===== src/rtl/lcd_pkg.sv =====
// Shared LCD controller constants and the frame output state encoding.
package lcd_pkg;

    localparam int unsigned LCD_DATA_W = 8;
    localparam int unsigned LCD_ADDR_W = 6;
    localparam int unsigned LCD_PIX_N  = 64;
    localparam int unsigned LCD_CSUM_W = 16;

    typedef enum logic [1:0] {
        ST_CAPTURE = 2'd0,
        ST_STREAM  = 2'd1,
        ST_FINISH  = 2'd2,
        ST_ERR     = 2'd3
    } frame_out_state_t;

endpackage


===== src/rtl/lcd_frame_buf.sv =====
// 8x8 frame buffer: one write port, one registered read port with write-first forwarding.
module lcd_frame_buf
    import lcd_pkg::*;
#(
    parameter int unsigned DATA_W = LCD_DATA_W,
    parameter int unsigned ADDR_W = LCD_ADDR_W
) (
    input  logic              clk,
    input  logic              reset,
    input  logic              we_i,
    input  logic [ADDR_W-1:0] waddr_i,
    input  logic [DATA_W-1:0] wdata_i,
    input  logic              re_i,
    input  logic [ADDR_W-1:0] raddr_i,
    output logic [DATA_W-1:0] rdata_o
);

    localparam int unsigned DEPTH = 2 ** ADDR_W;

    logic [DATA_W-1:0] mem_q [DEPTH];
    logic [DATA_W-1:0] rdata_q;

    // Storage is deliberately not reset.
    always_ff @(posedge clk) begin
        if (we_i) begin
            mem_q[waddr_i] <= wdata_i;
        end
    end

    always_ff @(posedge clk) begin
        if (!reset) begin
            rdata_q <= '0;
        end else if (re_i) begin
            rdata_q <= (we_i && (waddr_i == raddr_i)) ? wdata_i : mem_q[raddr_i];
        end
    end

    assign rdata_o = rdata_q;

endmodule


===== src/rtl/lcd_frame_out.sv =====
// Captures a 64-pixel write burst, then streams it row-major over valid/ready
// while accumulating an additive checksum of accepted beats.
module lcd_frame_out
    import lcd_pkg::*;
#(
    parameter int unsigned DATA_W = LCD_DATA_W,
    parameter int unsigned ADDR_W = LCD_ADDR_W,
    parameter int unsigned CSUM_W = LCD_CSUM_W
) (
    input  logic              clk,
    input  logic              reset,
    input  logic              IRAM_valid,
    input  logic [ADDR_W-1:0] IRAM_A,
    input  logic [DATA_W-1:0] IRAM_D,
    input  logic              done,
    output logic              pix_valid,
    input  logic              pix_ready,
    output logic [DATA_W-1:0] pix_data,
    output logic              pix_last,
    output logic [CSUM_W-1:0] csum,
    output logic              frame_ok,
    output logic              frame_err,
    output logic              overrun
);

    localparam int unsigned       DEPTH  = 2 ** ADDR_W;
    localparam logic [ADDR_W-1:0] LAST_A = ADDR_W'(DEPTH - 1);

    frame_out_state_t  state_q;
    logic [DEPTH-1:0]  bitmap_q;
    logic [DEPTH-1:0]  bitmap_d;
    logic [ADDR_W-1:0] ptr_q;
    logic              pix_valid_q;
    logic              pix_last_q;
    logic              frame_ok_q;
    logic              frame_err_q;
    logic              overrun_q;
    logic [CSUM_W-1:0] csum_q;

    logic              in_cap_c;
    logic              wr_c;
    logic              full_c;
    logic              start_c;
    logic              accept_c;
    logic              re_c;
    logic [ADDR_W-1:0] ptr_nxt_c;
    logic [ADDR_W-1:0] raddr_c;
    logic [DATA_W-1:0] rdata_c;

    // Writes land only while capturing; the full test includes this cycle's write.
    assign in_cap_c  = (state_q == ST_CAPTURE);
    assign wr_c      = reset && in_cap_c && IRAM_valid;
    assign bitmap_d  = wr_c ? (bitmap_q | (DEPTH'(1) << IRAM_A)) : bitmap_q;
    assign full_c    = &bitmap_d;
    assign start_c   = in_cap_c && done && full_c;
    assign accept_c  = (state_q == ST_STREAM) && pix_ready;
    assign ptr_nxt_c = ptr_q + ADDR_W'(1);
    assign re_c      = start_c || (accept_c && !pix_last_q);
    assign raddr_c   = start_c ? '0 : ptr_nxt_c;

    lcd_frame_buf #(
        .DATA_W (DATA_W),
        .ADDR_W (ADDR_W)
    ) u_buf (
        .clk     (clk),
        .reset   (reset),
        .we_i    (wr_c),
        .waddr_i (IRAM_A),
        .wdata_i (IRAM_D),
        .re_i    (re_c),
        .raddr_i (raddr_c),
        .rdata_o (rdata_c)
    );

    always_ff @(posedge clk) begin
        if (!reset) begin
            state_q     <= ST_CAPTURE;
            bitmap_q    <= '0;
            ptr_q       <= '0;
            pix_valid_q <= 1'b0;
            pix_last_q  <= 1'b0;
            csum_q      <= '0;
            frame_ok_q  <= 1'b0;
            frame_err_q <= 1'b0;
            overrun_q   <= 1'b0;
        end else begin
            if (IRAM_valid && !in_cap_c) begin
                overrun_q <= 1'b1;
            end
            unique case (state_q)
                ST_CAPTURE: begin
                    bitmap_q <= bitmap_d;
                    if (done) begin
                        if (full_c) begin
                            state_q     <= ST_STREAM;
                            ptr_q       <= '0;
                            pix_valid_q <= 1'b1;
                            pix_last_q  <= 1'b0;
                        end else begin
                            state_q     <= ST_ERR;
                            frame_err_q <= 1'b1;
                        end
                    end
                end
                ST_STREAM: begin
                    if (accept_c) begin
                        csum_q <= csum_q + CSUM_W'(rdata_c);
                        if (pix_last_q) begin
                            state_q     <= ST_FINISH;
                            pix_valid_q <= 1'b0;
                            pix_last_q  <= 1'b0;
                            frame_ok_q  <= 1'b1;
                        end else begin
                            ptr_q      <= ptr_nxt_c;
                            pix_last_q <= (ptr_nxt_c == LAST_A);
                        end
                    end
                end
                default: ;
            endcase
        end
    end

    assign pix_valid = pix_valid_q;
    assign pix_data  = rdata_c;
    assign pix_last  = pix_last_q;
    assign csum      = csum_q;
    assign frame_ok  = frame_ok_q;
    assign frame_err = frame_err_q;
    assign overrun   = overrun_q;

endmodule

===== config.mk =====
export PLATFORM = sky130hd
export DESIGN_NAME = lcd_frame_out
export DESIGN_NICKNAME = d
export VERILOG_FILES = /design/src/rtl/lcd_pkg.sv /design/src/rtl/lcd_frame_buf.sv /design/src/rtl/lcd_frame_out.sv
export SDC_FILE = /design/constraint.sdc
export NUM_CORES = 1
export LEC_CHECK = 0
export CORE_ASPECT_RATIO = 0.9
export CORE_MARGIN = 3
export CORE_UTILIZATION = 40
export CTS_BUF_LIST = sky130_fd_sc_hd__clkbuf_2 sky130_fd_sc_hd__clkbuf_4 sky130_fd_sc_hd__clkbuf_8
export CTS_CLUSTER_DIAMETER = 30
export CTS_CLUSTER_SIZE = 8
export DETAILED_ROUTE_END_ITERATION = 12
export PLACE_DENSITY = 0.56
export SETUP_SLACK_MARGIN = 0.4
export SKIP_CTS_REPAIR_TIMING = 1
export SLEW_MARGIN = 20
export SYNTH_ARGS = -nofsm -noshare
export SYNTH_HDL_FRONTEND = slang
export SYNTH_SLANG_ARGS = --single-unit

===== constraint.sdc =====
create_clock -name clk -period 4.85 [get_ports clk]
set_input_delay 0.7275 -clock clk [delete_from_list [all_inputs] [get_ports clk]]
set_output_delay 0.7275 -clock clk [all_outputs]
set_load 0.02 [all_outputs]

==> flow_summary_export.csv <==
group,metric,value,unit
place,gp_congestion,0.916,
setup_path,path_class,"input pin to flip-flop",
global_routing,grt_overflow,0,
global_routing,grt_pass1_vias,16800,
min_path,holdCritPathClass,"flip-flop to flip-flop",
timing,relSlewSlack,26.6,%
yosys,synth-edff-count,512,
place,pre_cts_slack,-0.102,ns
setup_path,end_kind,"flip-flop",
run,timing.max_cap.violations,0,
routing,drc_errors,0,
floorplan,die_h,245,um
timing,setup_tns,0,ns
routing,ant_nets,0,
routing,wl_per_cell,24.8,um
run_status,status,"finished clean",
timing,fin_ws,0.571,ns
setup_path,crit_arrival,4.88,ns
clock_tree,root_buffer,"clkbuf_8",
yosys,synth_nets,1915,
yosys,synthCells,1885,
layout,drive_gt1_share,20.3,%
pwr,ir_drop,0.333,mV
setup_path,path_delay_family,"buffers and inverters",
yosys,synth_area_per_cell,13.5,um^2
clock_tree,clock_sinks,613,
global_routing,grt_usage,22.3,%
yosys,seq_area_frac_synth,68.3,%
setup_path,cp_slowest_cell,"clkdlybuf4s50_1",
routing,routed-via-count,17300,
yosys,synth_area_leaders,"edfxtp_1, dfxtp_1, mux4_2",
timing,slew_violations,0,
pwr,total_power,0.0121,W
layout,diodes,0,
setup_path,startpoint_type,"input pin",
clock_tree,clk_pin_slew,0.05,ns
clock_tree,cts-htree-levels,3,
yosys,synth_cell_type_count,73,
routing,viasPerCell,5.73,
floorplan,die_w,272,um
layout,area_growth,20.6,%
routing,wl_met3,6430,um
setup_path,critPathMaxFanout,60,
yosys,synth_area,25500,um^2
floorplan,core_area,62800,um^2
timing,fmax,234,MHz
global_routing,grt_start_max_net_pins,102,
timing,setup_viol,0,
routing,top_layer,"met4",
floorplan,io_pins,48,
timing,fin_crit_sh,88.2,%
pwr,p_leak,10.1,nW
floorplan,dieArea,66700,um^2
place,place_hpwl,48600,um
global_routing,grt_pass1_wl,112000,um
yosys,synth_top_flop_cell,"edfxtp_1",
yosys,yosys.area.top_type,"edfxtp_1",
setup_path,critPathMostFrequentCell,"buf_4",
clock_tree,cts_buffers,120,
place,io_buffers,47,
clock_tree,cts_tree,"built",
layout,nets,2112,
timing,rsz0062_at_grt,"no",
yosys,async_flop_share,0,%
routing,drt_iter0_drc,1941,
yosys,ys_top_cells_by_count,"edfxtp_1, nand2_1, a31oi_1",
yosys,ys_seq_elements,613,
setup_path,crit_buf_inv,8,
yosys,synth_top_area_share,60.4,%
timing,hold_violations,0,
clock_tree,clock_latency,0.72,ns
routing,routed_wl,74900,um
routing,wl_met1,33800,um
global_routing,antenna_found_initial,0,
timing,min_period,4.28,ns
setup_path,max_stage_delay,0.47,ns
floorplan,rows,87,
routing,wl_met2,32700,um
clock_tree,cts_buffer_depth,3,
routing,firstDrtPassIters,7,
setup_path,critical_path_required,5.45,ns
yosys,yosysWarnings,0,
timing,skew,0.0337,ns
timing,holdWs,0.461,ns
floorplan,initial_core_util,40.5,%
timing,tightestPinTransition,1.10,ns
yosys,yosysMostFrequentCell,"edfxtp_1",
setup_path,worstPathCellList,"clkdlybuf4s50_1 > and4bb_2 > buf_12 > buf_4 > a31oi_1 > buf_4 > nor4_1 > nand4_1 > nor4_1 > buf_4 > nand2_1 > buf_4 > nand2_1 > buf_4 > a21oi_1 > o21ai_0 > buf_4 > a31oi_1",
pwr,powerDensity,394,nW/um^2
==> sequential cells by signal (all words and copies together) (netlist names) <==
signal,flops
u_buf.mem_q,512
bitmap_q,64
csum,16
u_buf.rdata_o,8
ptr_q,6
state_q,2
frame_err,1
frame_ok,1
overrun,1
pix_last,1
pix_valid,1
==> layout by cell type, fill, tap and decap left out, types with 16 or more instances in the layout <==
cell type,Yosys,final
o21ai_0,73,73
buf_4,2,133
bufinv_16,0,20
o221ai_1,20,20
nor3_1,17,17
clkbuf_4,0,23
edfxtp_1,512,512
nor2_1,116,116
nand4_1,16,16
clkbuf_8,0,130
nor4_1,20,18
and2_1,19,19
dfxtp_1,101,100
nand2_1,192,192
a31oi_1,122,122
o22ai_1,20,20
mux2i_1,55,55
clkdlybuf4s50_1,0,38
and3_1,16,16
o211ai_1,16,16
nor2b_1,98,98
mux4_2,37,37
buf_12,0,19
a21oi_1,75,72
nand3_1,38,38
==> where the power goes <==
part           internal (W)  switching [W]
Sequential          0.00572      0.0000164
Combinational      0.000110       0.000247
Clock               0.00373        0.00229
Total               0.00956        0.00255
==> area by class of cell <==
cell class,count,area [um^2]
Sequential cell,613,17400
Clock buffer,153,1960
Clock inverter,64,865
Multi-Input combinational cell,1136,7570
Inverter,12,45.0
Fill cell,5491,32100
Timing Repair Buffer,199,1800
Tap cell,845,1060
==> tightest hold or removal path: cells and delay by family, from the launching register on <==
kind	cells	cell delay, ns
AOI/OAI and AO/OA	1	0.06
DFF	1	0.30
buffers and inverters	1	0.04
==> worst paths after layout <==
check,start,endpoint,slack (ns),depth (start not counted)
setup / recovery,IRAM_valid,u_buf.rdata_o[0]$_SDFFE_PN0P_,0.57,18
hold / removal,frame_ok$_SDFFE_PN0P_,frame_ok$_SDFFE_PN0P_,0.46,2
setup reg to reg,state_q[1]$_SDFFE_PN0P_,u_buf.rdata_o[0]$_SDFFE_PN0P_,0.58,17
hold reg to reg,frame_ok$_SDFFE_PN0P_,frame_ok$_SDFFE_PN0P_,0.46,2
==> per-layer routing <==
layer  up-vias  GRT usage [%]
met1      8652           33.7
met5         -              0
met4         0           6.55
li1       7714              -
met2       827           32.5
met3       121           4.58
==> metrics by stage <==
step           std cells  utilization, %  instance area, um^2
2_1_floorplan       1885               -                25500
3_3_place_gp        2805            44.4                27900
3_5_place_dp        2805            44.4                27900
4_1_cts             3022            48.9                30700
5_1_grt             3022            48.9                30700
6_report            3022            48.9                30700
==> logic make-up after synthesis <==
group                      Yosys count  share of synthesized area [%]
muxes                              100                           5.79
xor gates and xnor gates            25                          0.860
and+or+nand+nor                    583                           11.6
AOI/OAI and AO/OA                  417                           10.6
DFF                                613                           68.3
buffers and inverters              136                           2.24
adders and majority gates           11                          0.570
Note: power is estimated with default switching activity, not from simulation.
